--- config.mk ---
export PLATFORM = sky130hd
export DESIGN_NAME = snake_step_ctrl
export DESIGN_NICKNAME = d
export VERILOG_FILES = /design/src/rtl/snake_pkg.sv /design/src/rtl/snake_step_timer.sv /design/src/rtl/snake_step_ctrl.sv
export SDC_FILE = /design/constraint.sdc
export NUM_CORES = 1
export LEC_CHECK = 0
export BUFFER_PORTS_ARGS = -buffer_cell sky130_fd_sc_hd__buf_2
export CAP_MARGIN = 10
export CORE_MARGIN = 10
export CORE_UTILIZATION = 45
export DETAILED_ROUTE_END_ITERATION = 8
export GPL_ROUTABILITY_DRIVEN = 0
export PLACE_DENSITY = 0.66
export SYNTH_ARGS = -nofsm -noshare
export SYNTH_HDL_FRONTEND = slang
export SYNTH_SLANG_ARGS = --single-unit
--- constraint.sdc ---
create_clock -name CLK -period 2.9 [get_ports CLK]
set_input_delay 0.145 -clock CLK [delete_from_list [all_inputs] [get_ports CLK]]
set_output_delay 0.145 -clock CLK [all_outputs]
set_load 0.005 [all_outputs]
--- src/rtl/snake_pkg.sv ---
// Shared encodings for the snake step controller: headings, master game
// states, the internal control FSM states and the reversal check.
package snake_pkg;

  typedef enum logic [1:0] {
    DIR_UP    = 2'b00,
    DIR_RIGHT = 2'b01,
    DIR_DOWN  = 2'b10,
    DIR_LEFT  = 2'b11
  } dir_t;

  typedef enum logic [1:0] {
    MS_IDLE = 2'b00,
    MS_PLAY = 2'b01,
    MS_WIN  = 2'b10
  } master_state_t;

  typedef enum logic [1:0] {
    CTRL_IDLE = 2'b00,
    CTRL_RUN  = 2'b01,
    CTRL_DONE = 2'b10
  } ctrl_state_t;

  // Two headings are opposite exactly when they differ only in the MSB.
  function automatic logic is_reverse(input logic [1:0] cand,
                                      input logic [1:0] ref_dir);
    return ((cand ^ ref_dir) == 2'b10);
  endfunction

endpackage

--- src/rtl/snake_step_timer.sv ---
// Step timer: counts 0..TICK_PERIOD-1 while enabled, clears and holds
// otherwise. TICK is a registered one-cycle pulse emitted on the edge that
// leaves the last count, so it is high one cycle after the counter
// reaches TICK_PERIOD-1.
module snake_step_timer #(
  parameter int TICK_PERIOD = 25_000_000
) (
  input  logic CLK,
  input  logic RESET,
  input  logic EN,
  output logic TICK
);

  localparam int CW = (TICK_PERIOD > 2) ? $clog2(TICK_PERIOD) : 1;
  localparam logic [CW-1:0] LAST = CW'(TICK_PERIOD - 1);

  logic [CW-1:0] cnt_q, cnt_d;
  logic          tick_q, tick_d;

  // Next count and pulse; a disabled timer returns to zero.
  always_comb begin
    cnt_d  = '0;
    tick_d = 1'b0;
    if (EN) begin
      tick_d = (cnt_q == LAST);
      cnt_d  = (cnt_q == LAST) ? '0 : cnt_q + 1'b1;
    end
  end

  // Counter and pulse registers.
  always_ff @(posedge CLK) begin
    if (RESET) begin
      cnt_q  <= '0;
      tick_q <= 1'b0;
    end else begin
      cnt_q  <= cnt_d;
      tick_q <= tick_d;
    end
  end

  assign TICK = tick_q;

endmodule

--- src/rtl/snake_step_ctrl.sv ---
// Snake step controller: paces snake steps, filters direction buttons
// (no reversals), counts targets eaten and raises FINISHED on a win.
// The STEP output is the timer's registered pulse; the cycle in which
// STEP is high is the "step cycle": DIRECTION loads the pending heading
// on the edge closing that cycle, and a button seen in that cycle is
// checked against the pending heading (the heading about to be applied).
// FSM_STATE exposes the internal control FSM for observation.
module snake_step_ctrl
  import snake_pkg::*;
#(
  parameter int TICK_PERIOD = 25_000_000,
  parameter int WIN_SCORE   = 10
) (
  input  logic       CLK,
  input  logic       RESET,
  input  logic [1:0] STATE,
  input  logic       BTN_U,
  input  logic       BTN_D,
  input  logic       BTN_L,
  input  logic       BTN_R,
  input  logic       TARGET_HIT,
  output logic [1:0] DIRECTION,
  output logic       STEP,
  output logic       TARGET_REQ,
  output logic [3:0] SCORE,
  output logic       FINISHED,
  output logic [1:0] FSM_STATE
);

  localparam logic [3:0] WIN = 4'(WIN_SCORE);

  ctrl_state_t state_q, state_d;
  logic [1:0]  dir_q, dir_d;
  logic [1:0]  pending_q, pending_d;
  logic [3:0]  score_q, score_d;
  logic        treq_q, treq_d;
  logic        finished_q, finished_d;

  logic        in_play;
  logic        tick;
  logic        cand_vld;
  logic [1:0]  cand;
  logic [1:0]  ref_dir;
  logic        hit_ok;
  logic        win_hit;
  logic [3:0]  score_inc;

  assign in_play = (STATE == MS_PLAY);

  snake_step_timer #(
    .TICK_PERIOD (TICK_PERIOD)
  ) u_timer (
    .CLK   (CLK),
    .RESET (RESET),
    .EN    (in_play),
    .TICK  (tick)
  );

  // Button priority decode U > D > L > R; buttons count only in IDLE/PLAY.
  always_comb begin
    cand_vld = 1'b0;
    cand     = DIR_UP;
    if (STATE == MS_IDLE || STATE == MS_PLAY) begin
      if (BTN_U) begin
        cand_vld = 1'b1;
        cand     = DIR_UP;
      end else if (BTN_D) begin
        cand_vld = 1'b1;
        cand     = DIR_DOWN;
      end else if (BTN_L) begin
        cand_vld = 1'b1;
        cand     = DIR_LEFT;
      end else if (BTN_R) begin
        cand_vld = 1'b1;
        cand     = DIR_RIGHT;
      end
    end
  end

  // Heading filter: reject reversals against the reference heading and
  // apply the pending heading on a step.
  always_comb begin
    ref_dir   = tick ? pending_q : dir_q;
    pending_d = pending_q;
    if (cand_vld && !is_reverse(cand, ref_dir)) begin
      pending_d = cand;
    end
    dir_d = tick ? pending_q : dir_q;
  end

  // Score update: one increment per accepted hit, request a new target
  // unless this hit wins the game.
  always_comb begin
    score_inc  = score_q + 4'd1;
    hit_ok     = TARGET_HIT && in_play && !finished_q;
    win_hit    = hit_ok && (score_inc == WIN);
    score_d    = hit_ok ? score_inc : score_q;
    treq_d     = hit_ok && !win_hit;
    finished_d = finished_q || win_hit;
  end

  // Control FSM next state; DONE is left only through RESET.
  always_comb begin
    state_d = state_q;
    case (state_q)
      CTRL_IDLE: begin
        if (win_hit)      state_d = CTRL_DONE;
        else if (in_play) state_d = CTRL_RUN;
      end
      CTRL_RUN: begin
        if (win_hit)       state_d = CTRL_DONE;
        else if (!in_play) state_d = CTRL_IDLE;
      end
      CTRL_DONE: state_d = CTRL_DONE;
      default:   state_d = CTRL_IDLE;
    endcase
  end

  // FSM state register.
  always_ff @(posedge CLK) begin
    if (RESET) state_q <= CTRL_IDLE;
    else       state_q <= state_d;
  end

  // Datapath registers; RESET overrides every other input.
  always_ff @(posedge CLK) begin
    if (RESET) begin
      dir_q      <= DIR_RIGHT;
      pending_q  <= DIR_RIGHT;
      score_q    <= 4'd0;
      treq_q     <= 1'b0;
      finished_q <= 1'b0;
    end else begin
      dir_q      <= dir_d;
      pending_q  <= pending_d;
      score_q    <= score_d;
      treq_q     <= treq_d;
      finished_q <= finished_d;
    end
  end

  assign DIRECTION  = dir_q;
  assign STEP       = tick;
  assign TARGET_REQ = treq_q;
  assign SCORE      = score_q;
  assign FINISHED   = finished_q;
  assign FSM_STATE  = state_q;

endmodule

==> summary.md, run 1 <==
In this run, synthesis inferred 0 flip-flops with an integrated enable. The count of pins on the block boundary was 20; the setup slack of the worst register-to-register path was 1040 ps. At the worst endpoint, the required time is 3120 ps. The combined area of all synthesized cells was 1880 um2; the number of nets at the end of the flow was 240.

Summed over all failing endpoints, the final setup total negative slack is 0 ps. The detail route stage leaves a number of antenna-violating nets equal to 0. The tools report the max-slew headroom at the worst pin as 0.695. The most instantiated flip-flop cell in the synthesis netlist was dfxtp_1. The clock slew seen by the registers of the worst setup and hold paths works out to 80 ps. The signal on the critical path passes through and3_1, nand3_1, or4_1, a21oi_1.

The slowest stage of the critical path belongs to the cell or4_1. The number of max-slew violations in the final report is 0, and the number of clock sinks seen by CTS is 38. The worst-case clock buffer depth was 2. Setup repair after global routing left no endpoint under its margin.

For the effective utilization at floorplan, the log shows 0.467. The tools report the wire length of the first global-routing pass as 6.48 mm. The flow ran to the end, and the final reports show no timing, DRC or antenna violations. VDD sags by at most 0.205 mV.

The floorplan step defined a core boundary enclosing 4030 um2. The total net switching power was 215 uW. The number of antenna diodes in the final layout is 0.

The worst hold path cell count is 2, and the number of H-tree levels is 2. The start of the worst register-to-register path was u_timer.cnt_q[2]$_SDFF_PP0_. The synthesized design contains 38 register bits. The maximum net fanout on the critical path was 14; the DRC violation count after routing was 0. In this run the tool buffered the top-level ports with 19 buffer cells.

The endpoint identified for the worst register-to-register timing path is u_timer.cnt_q[21]$_SDFF_PP0_. At the later pin of the worst-skew pair, clock insertion delay measures 300 ps. Proportion of synthesized chip area in sequential cells: 0.404. The total track usage came out at 0.108. The tools report the number of buffers added for setup after CTS as 0. STA classifies the critical path startpoint as a flop. The post-synthesis average cell area came out at 9.01 um2. The final critical delay including setup and external delays was 1860 ps; the total vias in the final route was 1587. In this run, the number of DRC markers left after iteration 0 of detailed routing was 59. For this run, the detailed router's first-pass iteration total came to 4.

Internal power comes to 797 uW. Summed over all layers, the routed wires come to 3.70 mm. For the pin count of the biggest net entering global routing, the log shows 26. The worst hold path begins at RESET. The tools report the final global-route overflow total as 0. The die extent in x came out at 84.7 um. The tools report the initial antenna violation count as 0. The share of the clock period used by the worst path after layout is 0.640, and the number of setup violations in the final report is 0. The power share of the sequential group came out at 0.525. The final-report hold violation count was 0. In this run the worst hold path is classified as in -> reg. The actual transition at the worst max-transition pin was 445 ps. Data arrives at the worst endpoint at 2080 ps.

Synthesis instantiated 45 different standard cells from the library. After clock tree synthesis, the repair step resized 0 gates. In this run the power density over the cells is 482 nW/um2.

Fraction of layout instances using a drive strength above 1: 0.153. Layout-stage area growth over the synthesis result: 11.6%. The area of the die came out at 7170 um2. After technology mapping, the gate count stands at 209. The library cell used as clock root buffer is clkbuf_8. The largest single stage delay on the critical path is 540 ps. TritonCTS built the clock tree.

The tools report the worst clock skew as 9.43 ps. Across the run, the number of max-cap violations was 0. The via density per instance came out at 5.69. The via count of the first global-routing pass was 1446. STA classifies the critical path endpoint as a flop. The switching share of total power is 0.213, and the placed wire-length estimate is 2.63 mm. The critical path is of the reg -> reg type. For this run, the number of Yosys warnings is 0.

After detailed routing, the average wire length per cell comes to 13.3 um. Final hold analysis gives a worst-case slack of 150 ps. The terminating pin of the worst hold path is SCORE[3]$_SDFFE_PP0P_.

The die span in y came out at 84.7 um. The top cell types in the final layout, fill and taps aside, are dfxtp_1, nor2_1, buf_2. The number of hold buffers added after CTS was 0. Maximum frequency from static timing analysis: 538 MHz.

The share of synthesized registers carrying an async set or reset was 0. Most common cell after layout, fill and taps aside: dfxtp_1. The tools report the combinational group share of total power as 0.040. The initialized floorplan defines 23 standard-cell rows. The tools report the leakage component of the power as 0.000765 uW. The number of nets handed over by synthesis was 221. The share of total power in the clock network is 0.435, and the CTS buffer count is 5. Counting cells, the worst reg-to-reg path comes to 4.
routing by layer:
layer	GRT usage	share of wire	vias up
li1	-	-	811
met1	0.132	0.48	731
met2	0.151	0.42	37
met4	0.0614	0.022	0
met5	0	0	-
met3	0.0493	0.078	8
cells by family (layout without fill, tap and decap cells):
kind of cell | Yosys count | in the layout | share of synthesized area
simple gates | 96 | 96 | 0.294
compound gates | 39 | 39 | 0.148
fa+ha+maj | 3 | 3 | 0.0199
flops | 38 | 38 | 0.404
buf+inv | 14 | 34 | 0.0432
xor+xnor | 17 | 17 | 0.0791
mux | 2 | 2 | 0.0126
through the flow:
stage                util  setup WS [ps]  total power (uW)  area (um2)  instances
floorplan               -           1260               568        1880        209
global placement    0.495           1070               584        1990        271
detailed placement  0.495           1060               585        1990        271
CTS                 0.522           1030              1030        2100        279
global route        0.522            876              1050        2100        279
finish              0.522           1040              1010        2100        279
sequential cells by signal, summed over array words and instances, names as in the netlist:
register / count
TARGET_REQ: 1
pending_q: 2
SCORE: 4
FINISHED: 1
u_timer.TICK: 1
DIRECTION: 2
u_timer.cnt_q: 25
FSM_STATE: 2
worst max-delay path, delay by kind of cell, from the launching register on:
kind,cells,cell delay [ps]
DFF,1,390
AOI/OAI and AO/OA,1,140
and+or+nand+nor,3,1250
area by class of cell:
cell class                      instances  area [um2]
Clock buffer                            5        68.8
Clock inverter                          3        40.0
Fill cell                             401        1930
Inverter                                5        18.8
Multi-Input combinational cell        157        1040
Sequential cell                        38         761
Tap cell                               50        62.6
Timing Repair Buffer                   21         110
worst max path at each step:
stage	start	to	slack [ps]	cells after the start
final	u_timer.cnt_q[2]$_SDFF_PP0_	u_timer.cnt_q[21]$_SDFF_PP0_	1040	4
after global routing	u_timer.cnt_q[2]$_SDFF_PP0_	u_timer.cnt_q[17]$_SDFF_PP0_	880	5
after CTS	u_timer.cnt_q[2]$_SDFF_PP0_	u_timer.cnt_q[21]$_SDFF_PP0_	1030	4
after detailed placement	u_timer.cnt_q[2]$_SDFF_PP0_	u_timer.cnt_q[21]$_SDFF_PP0_	1060	4
after global placement	u_timer.cnt_q[2]$_SDFF_PP0_	u_timer.cnt_q[3]$_SDFF_PP0_	1070	5
after floorplan	u_timer.cnt_q[0]$_SDFF_PP0_	u_timer.cnt_q[24]$_SDFF_PP0_	1260	7
cell usage after synthesis, types with 2 or more instances:
| master | number | share of area |
|---|---|---|
| dfxtp_1 | 38 | 0.40 |
| nor2_1 | 24 | 0.048 |
| nand3_1 | 15 | 0.040 |
| xor2_1 | 14 | 0.065 |
| a21oi_1 | 12 | 0.032 |
| nand4_1 | 10 | 0.033 |
| and3_1 | 9 | 0.030 |
| o31ai_1 | 9 | 0.036 |
| or4_1 | 8 | 0.032 |
| nand2_1 | 7 | 0.014 |
| buf_4 | 5 | 0.020 |
| inv_1 | 5 | 0.010 |
| o21ai_0 | 4 | 0.011 |
| or3_1 | 4 | 0.013 |
| a211oi_1 | 3 | 0.012 |
| and2_1 | 3 | 0.010 |
| ha_1 | 3 | 0.020 |
| xnor2_1 | 3 | 0.014 |
| and4_1 | 2 | 0.0093 |
| buf_2 | 2 | 0.0053 |
| nand2b_1 | 2 | 0.0066 |
| nor3_1 | 2 | 0.0053 |
| nor4_1 | 2 | 0.0066 |
| nor4b_1 | 2 | 0.0093 |
power by group through the flow:
stage	Sequential [uW]	Clock (uW)	Combinational [uW]
after floorplan	543	0	24.8
after global placement	543	0	40.8
after detailed placement	544	0	40.9
after CTS	531	454	41.2
after global routing	532	472	46.3
final	531	440	40.7
Power figures use the tool's default switching activity.
==> run 2, diff against run 1 <==
- ABC_AREA: unset -> 1
- PLACE_DENSITY: 0.66 -> 0.68
- clock period: 2.9 -> 1.7 ns (I/O delays scaled with it)
==> run 2 against run 1 <==
Effect of this change:
- combinational power up 81%
- setup slack worse by 870 ps
- die area up 2.7%
- non-clock buffer count down 2
- via count up 10%
- first-iteration DRC count up 61%
- final cell count up 31%
- clock power up 27%
- global-route usage up 0.57 points
- critical path type unchanged
- highest routed layer unchanged
==> summary.md, run 2 <==
Slowest cell on the critical path: dfxtp_1. The post-synthesis average cell area is 6.70 um2. The run gives 0 as the number of max-slew violations in the final report. No sink is reached through more buffers than the 2 on the longest clock path.

For this run, the top clock speed supported by timing is 657 MHz. The type of element launching the critical path was a flop. At the worst endpoint, the required time is 1870 ps. The count of mapped cells out of synthesis is 291.

For the final routed database, the setup TNS stands at 0 ps. The flow ran to the end, and the final reports show no timing, DRC or antenna violations. After the first detailed-routing iteration, the DRC count stood at 95. The clock drives 38 sinks. The number of distinct library cells after synthesis was 22. Across the run, the number of max-cap violations was 0. The number of buffers added for setup after CTS is 0. Worst clock skew: 5.52 ps. Via density per instance: 4.79. Ranked by instance count, the synthesized netlist is headed by nand2_1, nor2_1, dfxtp_1, inv_1, a21oi_1. The number of cells on the worst reg-to-reg path was 8; the combined area of all synthesized cells was 1950 um2. The floorplan step set the die width to 85.8 um. Data on the critical path arrives at its endpoint at 1700 ps.

The worst-case setup margin in the final layout is 177 ps. At the end of the flow, the number of nets in the layout was 327. The total vias in the final route was 1749; the area occupied by registers was 761 um2. Area of the die: 7360 um2. The tightest hold path in the finished design has a slack of 41.4 ps. The most common cell after layout, fill and taps aside is nand2_1.

After clock tree synthesis, the clock-pin slew on the worst setup and hold paths is 70 ps. The Yosys step of the flow raised 0 warnings. Buffers inserted during clock tree synthesis total 5.

After detailed routing, the number of remaining DRC violations is 0. The routed wirelength normalized by instance count was 10.9 um. Type of element capturing the critical path: a flop. The setup slack of the worst register-to-register path was 180 ps.

The max-slew headroom at the worst pin came out at 0.692. TritonCTS built the clock tree. In the post-synthesis netlist, the biggest area contributors are dfxtp_1, nand2_1, nor2_1. Before CTS, the worst setup slack after placement is 122 ps. The library cells used most frequently in the layout, excluding fill and tap cells, are nand2_1, nor2_1, dfxtp_1. Setup repair after global routing left no endpoint under its margin. Along the worst path, the maximum fanout reaches 6.

The wire length of the first global-routing pass came out at 6.96 mm. In this run, post-CTS repair resized a total of 0 instances. The total of flip-flops plus latches after synthesis came out at 38. After global routing, the most crowded layer is met2. Number of buffers added on ports: 19. The run gives 438 as the filler cell count in the final layout. The logs give 3.98 mm for the total length of routed wires and 0.477 for the effective utilization at floorplan. Once detail routing completed, the nets flagged for antenna violations numbered 0.

For this run the aggregate overflow at the end of global routing stands at 0. The flip-flop count of the largest register, all copies and words added is 25. The number of nets in the synthesized netlist is 303.

The share of the clock period used by the worst path after layout works out to 0.896. The most instantiated flip-flop cell in the synthesis netlist was dfxtp_1. For the placed wire-length estimate, the log shows 3.16 mm. The via count of the first global-routing pass was 1606; the portion of synthesized cell area occupied by the leading cell type was 0.390. The delay of the slowest critical-path stage was 370 ps; the layout-stage area growth over the synthesis result was 11.0%. The number of antenna diodes in the final layout is 0. The actual transition at the worst max-transition pin came out at 461 ps. For the worst-skew pair, the clock arrives at the later sink with an insertion delay of 280 ps. The fraction of layout instances using a drive strength above 1 was 0.108; the worst hold path cell count was 2.

The worst hold path terminates at FINISHED$_SDFF_PP0_. In this run the static leakage power is 0.000806 uW. The met3 usage in global routing came out at 0.0293. The library cell used as clock root buffer is clkbuf_8. Worst vdd rail ir drop: 0.383 mV.

The tools report the start point of the worst hold path as RESET. The final critical delay including setup and external delays came out at 1520 ps. The H-tree generated during clock tree synthesis spans 2 levels. The worst register-to-register path ends at u_timer.cnt_q[18]$_SDFF_PP0_.

The biggest area contributor in the post-synthesis netlist is dfxtp_1. The area used by multi-input combinational logic came out at 1050 um2. The initial antenna violation count is 0.

Total track usage: 0.113. The core region is 4090 um2. By instance count, the leading cell after synthesis is nand2_1. The setup path with the least slack is of type reg -> reg. The tools report the final-report hold violation count as 0.

For this design the ratio of total power to cell area is 712 nW/um2. Register with the most flip-flops: u_timer.cnt_q. Number of synthesized flops with an enable pin: 0. The worst hold path belongs to the class in -> reg. Met1 layer usage reported by global route: 0.137. The share of synthesized registers carrying an async set or reset works out to 0.

The tools report the hold buffer count at CTS as 0. Traced cell by cell, the critical path runs through ha_1, inv_1, nor2_4, nand2_1, nor2_2, nand4_1, nand3_1, nor2_1. The floorplan step set the die height to 85.8 um. The run gives 20 as the count of pins on the block boundary. The tools report the start of the worst register-to-register path as u_timer.cnt_q[0]$_SDFF_PP0_. The run gives 0.184 as the met2 track utilization from global routing.

For this run, the detailed router's first-pass iteration total came to 5. Entering global routing, the biggest net connects 25 pins. The proportion of synthesized chip area in sequential cells was 0.390. The logs give 23 for the standard-cell row count and 0 for the number of setup violations in the final report.
## run 2: cell types whose count changed after synthesis, moves of 8 or more
cell / change
nand2_1: +77
inv_1: +27
o31ai_1: -9
or4_1: -8
and3_1: -9
nor2_1: +42
nand4_1: -8
## run 2: power breakdown
part,switching (uW),internal [uW]
Sequential,8.06,900
Combinational,45.6,28.2
Clock,278,282
## run 2: cells by family (layout without fill, tap and decap cells)
group / after synthesis / after routing / share of synthesized area
and+or+nand+nor: 181 / 181 / 0.392
DFF: 38 / 38 / 0.390
buffers and inverters: 34 / 58 / 0.0770
AOI/OAI and AO/OA: 20 / 20 / 0.0546
xor gates and xnor gates: 15 / 15 / 0.0674
adders and majority gates: 3 / 3 / 0.0193
## run 2: worst max path at each step
stage                                      startpoint                      endpoint  slack (ps)
after CTS                 u_timer.cnt_q[0]$_SDFF_PP0_   u_timer.cnt_q[4]$_SDFF_PP0_         120
after global placement    u_timer.cnt_q[0]$_SDFF_PP0_  u_timer.cnt_q[13]$_SDFF_PP0_         170
final                     u_timer.cnt_q[0]$_SDFF_PP0_  u_timer.cnt_q[18]$_SDFF_PP0_         180
after global routing      u_timer.cnt_q[0]$_SDFF_PP0_  u_timer.cnt_q[24]$_SDFF_PP0_          30
after detailed placement  u_timer.cnt_q[0]$_SDFF_PP0_  u_timer.cnt_q[13]$_SDFF_PP0_         120
after floorplan           u_timer.cnt_q[0]$_SDFF_PP0_  u_timer.cnt_q[13]$_SDFF_PP0_         310
## run 2: final cells by class
| class | count | share of cell area |
|---|---|---|
| multi-input cells | 219 | 0.485 |
| inverters | 32 | 0.0555 |
| clock buffers | 7 | 0.0353 |
| repair buffers | 19 | 0.0439 |
| flip-flops and latches | 38 | 0.351 |
| well taps | 50 | 0.0289 |
## run 2: worst max-delay path: cells and delay by family, from the launching register on
family,cells,cell delay (ps)
buf+inv,1,70
fa+ha+maj,1,200
simple gates,6,770
flops,1,370
## run 2: per-layer routing
metal | share of wire | routed length (um)
met3 | 0.055 | 218
met4 | 0.0093 | 37
met2 | 0.46 | 1830
met1 | 0.48 | 1900
met5 | 0 | 0
## run 2: stage by stage
stage                     cells  utilization  total power [uW]  cell area, um2
after CTS                   365        0.527              1560            2150
after global placement      358        0.508              1000            2080
after detailed placement    358        0.508              1000            2080
after floorplan             291            -               977            1950
final                       365        0.530              1540            2160
after global routing        365        0.530              1620            2160
==> run 3, diff against run 2 <==
- SYNTH_HIERARCHICAL: unset -> 1
==> run 3 against run 2 <==
Effect of this change:
- clock power is 11% higher
- final cell count is 5.8% higher
- wire length is 2.3% lower
- core utilization is 0.67 points lower
- setup slack better by 31 ps
- critical path type unchanged
- critical endpoint is now u_timer/cnt_q[18]$_SDFF_PP0_
- largest cell class unchanged
==> summary.md, run 3 <==
The flow ran to the end, and the final reports show no timing, DRC or antenna violations. The wire-length estimate of the detail-placed layout is 3.02 mm. After detailed placement, the design holds a cell count of 378.

Via count of the first global-routing pass: 1589. The synthesized netlist occupies a cell area of 2070 um2. The post-synthesis average cell area is 6.74 um2, and the clock slew seen by the registers of the worst setup and hold paths is 70 ps.

The number of gates resized after CTS was 0. The worst register-to-register path ends at u_timer/cnt_q[18]$_SDFF_PP0_. The final-report hold violation count was 0. The required time of the critical path is 1870 ps, and the hold buffer count at CTS is 0. The logs give 1660 ps for the data arrival at the endpoint of the critical path and 761 um2 for the area occupied by registers. For the effective utilization at floorplan, the log shows 0.469.

The library cell used most frequently in the layout, excluding fill and tap cells, is nand2_1. The tools report the terminating pin of the worst hold path as DIRECTION[1]$_SDFF_PP0_. The pin count of the biggest net entering global routing was 26. The tightest min-delay check is of the in -> reg type. The final cell utilization of the core was 0.523; the number of setup violations in the final report was 0. The combinational group share of total power was 0.054. TritonCTS built the clock tree. The switching share of total power is 0.221, and the fraction of layout instances using a drive strength above 1 is 0.186. Family of cells with the greatest summed delay on the critical path: simple AND/OR/NAND/NOR gates. In the layout the commonest cells are nand2_1, nor2_1, inv_1.

Setup slack of the worst register-to-register path: 210 ps. Internal power comes to 1260 uW. For this run, design rule violations remaining after detail routing come to 0. Share of the clock period used by the worst path after layout: 0.878. Via density per instance: 4.66.

The longest clock path from root to sink contains 2 buffers. The total track usage is 0.107, and the initial antenna violation count is 0. Setup repair after global routing left no endpoint under its margin. The number of H-tree levels was 2. The net count of the finished layout is 345. Setup total negative slack on the finished layout was measured at 0 ps. The overall power was 1620 uW. Most common cell in the netlist: nand2_1. The number of optimization iterations in the first detailed-route pass came out at 4.

Yosys attributes the largest share of cell area to dfxtp_1, nand2_1, nor2_1. The worst hold path begins at RESET. In the final layout, the multi-input gates occupy 1110 um2. The share of total power in the clock network came out at 0.383. For this design the total switching power over the nets is 357 uW.

The number of nets still failing antenna checks after routing is 0, and the die span in y is 87.8 um. The type of the worst setup path is reg -> reg. The tools report the type of element launching the critical path as a flop. The number of nets handed over by synthesis was 319. Number of max-slew violations in the final report: 0. The register with the most flip-flops was u_timer/cnt_q. The maximum frequency from static timing analysis is 670 MHz. Count of placed standard cells in the final layout, fillers left out: 386. The number of setup buffers added after CTS is 0. The worst setup slack after placement is 142 ps, and the filler cell count in the final layout is 449. The first global-routing pass estimated 6.73 mm of wire. After global routing the overflow that remains totals 0.

Counting cells, the worst reg-to-reg path comes to 8. For the core footprint, the log shows 4410 um2. The total of flip-flops plus latches after synthesis was 38. The worst clock skew was 1.98 ps; the CTS buffer count was 5. The number of warnings issued by yosys was 6; the later-pin clock latency in the skew report was 280 ps.

Dividing the detail-routed wire length by the instance count gives 10.1 um. The worst-case IR drop observed on VDD is 0.304 mV. The slowest cell on the critical path was dfxtp_1. Summed over all layers, the routed wires come to 3.89 mm.

dfxtp_1 takes more of the synthesized area than any other cell. Detailed routing inserted a total of 1800 vias. The share of synthesized registers carrying an async set or reset was 0. The worst setup path is captured at a flop.

The proportion of synthesized chip area in sequential cells is 0.368, and the total power per unit cell area is 701 nW/um2. Along the worst hold path, the cell count comes to 2. The count of pins on the block boundary is 20, and the number of distinct library cells after synthesis is 26.

The portion of synthesized cell area occupied by the leading cell type is 0.368, and the number of violations of the max-capacitance limit is 0. The cell count after synthesis came out at 307. The flip-flop count of the largest register, all copies and words added was 25.

The number of buffer and inverter instances along the worst setup path came out at 0. The tools report the max-slew headroom at the worst pin as 0.769. For the pin with the worst max-slew slack, the measured transition is 345 ps. The floorplan step set the die width to 87.8 um. For this run, the slowest stage of the critical path takes 360 ps. The standard-cell row count was 24. Summed over all cells, the static leakage comes to 0.000907 uW. The signal on the critical path passes through ha_1, nand2_2, nor2_4, nand2_1, nor2_1, nand2_1, nand2_8, nor2_1.

Among all flip-flop cells after synthesis, the most frequent one is dfxtp_1. Port buffering added 19 buffers. In this run the worst path has a maximum fanout of 25.

Counting instances in the post-synthesis netlist gives the leading cell types as nand2_1, nor2_1, inv_1, dfxtp_1, nand3_1. CTS placed an instance of clkbuf_8 at the clock tree root. Clock tree synthesis found a total of 38 sinks.

Counting flops with a built-in enable in the synthesized netlist gives 0. The run gives 0.563 as the power share of the sequential group. From synthesis to final layout, the design area changed by 11.6%.

The area of the die is 7710 um2. The worst-case setup margin in the final layout was 208 ps; the number of antenna repair diodes was 0. The start of the worst register-to-register path is u_timer/cnt_q[0]$_SDFF_PP0_.

The tools report the violation count after the first detailed-route iteration as 81. The final critical delay including setup and external delays was 1490 ps.
## run 3: cells by family after synthesis
| family | after synthesis | synth area share |
|---|---|---|
| flip-flops | 38 | 0.368 |
| AND/OR/NAND/NOR | 182 | 0.395 |
| XOR/XNOR | 10 | 0.0460 |
| buffers and inverters | 48 | 0.100 |
| AO/OA/AOI/OAI | 26 | 0.0726 |
| adder cells (fa/ha/maj) | 3 | 0.0182 |
## run 3: metal layers
metal	vias to the layer above	global-route usage	routed length (um)
met5	-	0	0
met4	0	0.0391	29
met3	5	0.0371	260
met2	33	0.171	1680
met1	773	0.129	1920
li1	989	-	-
## run 3: stage by stage
stage          cell area [um2]  hold WS [ps]
2_1_floorplan             2070           154
3_5_place_dp              2210           316
5_1_grt                   2310          14.2
3_3_place_gp              2210           318
6_report                  2310          28.0
4_1_cts                   2300          7.92
## run 3: worst max-delay path by stage
stage / from / endpoint / slack [ps] / cells past startpoint
floorplan: u_timer/cnt_q[0]$_SDFF_PP0_ / u_timer/cnt_q[13]$_SDFF_PP0_ / 320 / 9
global route: u_timer/cnt_q[0]$_SDFF_PP0_ / u_timer/cnt_q[18]$_SDFF_PP0_ / 40 / 8
detailed placement: u_timer/cnt_q[0]$_SDFF_PP0_ / u_timer/cnt_q[18]$_SDFF_PP0_ / 140 / 8
CTS: u_timer/cnt_q[0]$_SDFF_PP0_ / u_timer/cnt_q[18]$_SDFF_PP0_ / 130 / 8
global placement: u_timer/cnt_q[0]$_SDFF_PP0_ / u_timer/cnt_q[22]$_SDFF_PP0_ / 200 / 8
finish: u_timer/cnt_q[0]$_SDFF_PP0_ / u_timer/cnt_q[18]$_SDFF_PP0_ / 210 / 8
## run 3: final cells by class
cell class,instances,share of cell area
multi-input cells,221,0.480
flip-flops and latches,38,0.330
inverters,46,0.0748
repair buffers,21,0.0477
clock buffers,7,0.0374
well taps,52,0.0282
clock inverters,1,0.00217
## run 3: power by group through the flow
stage	Clock, uW	Combinational [uW]	Sequential (uW)
5_1_grt	683	99.0	913
3_3_place_gp	0	85.3	932
6_report	621	86.7	912
4_1_cts	655	86.6	911
3_5_place_dp	0	86.1	932
2_1_floorplan	0	61.7	931
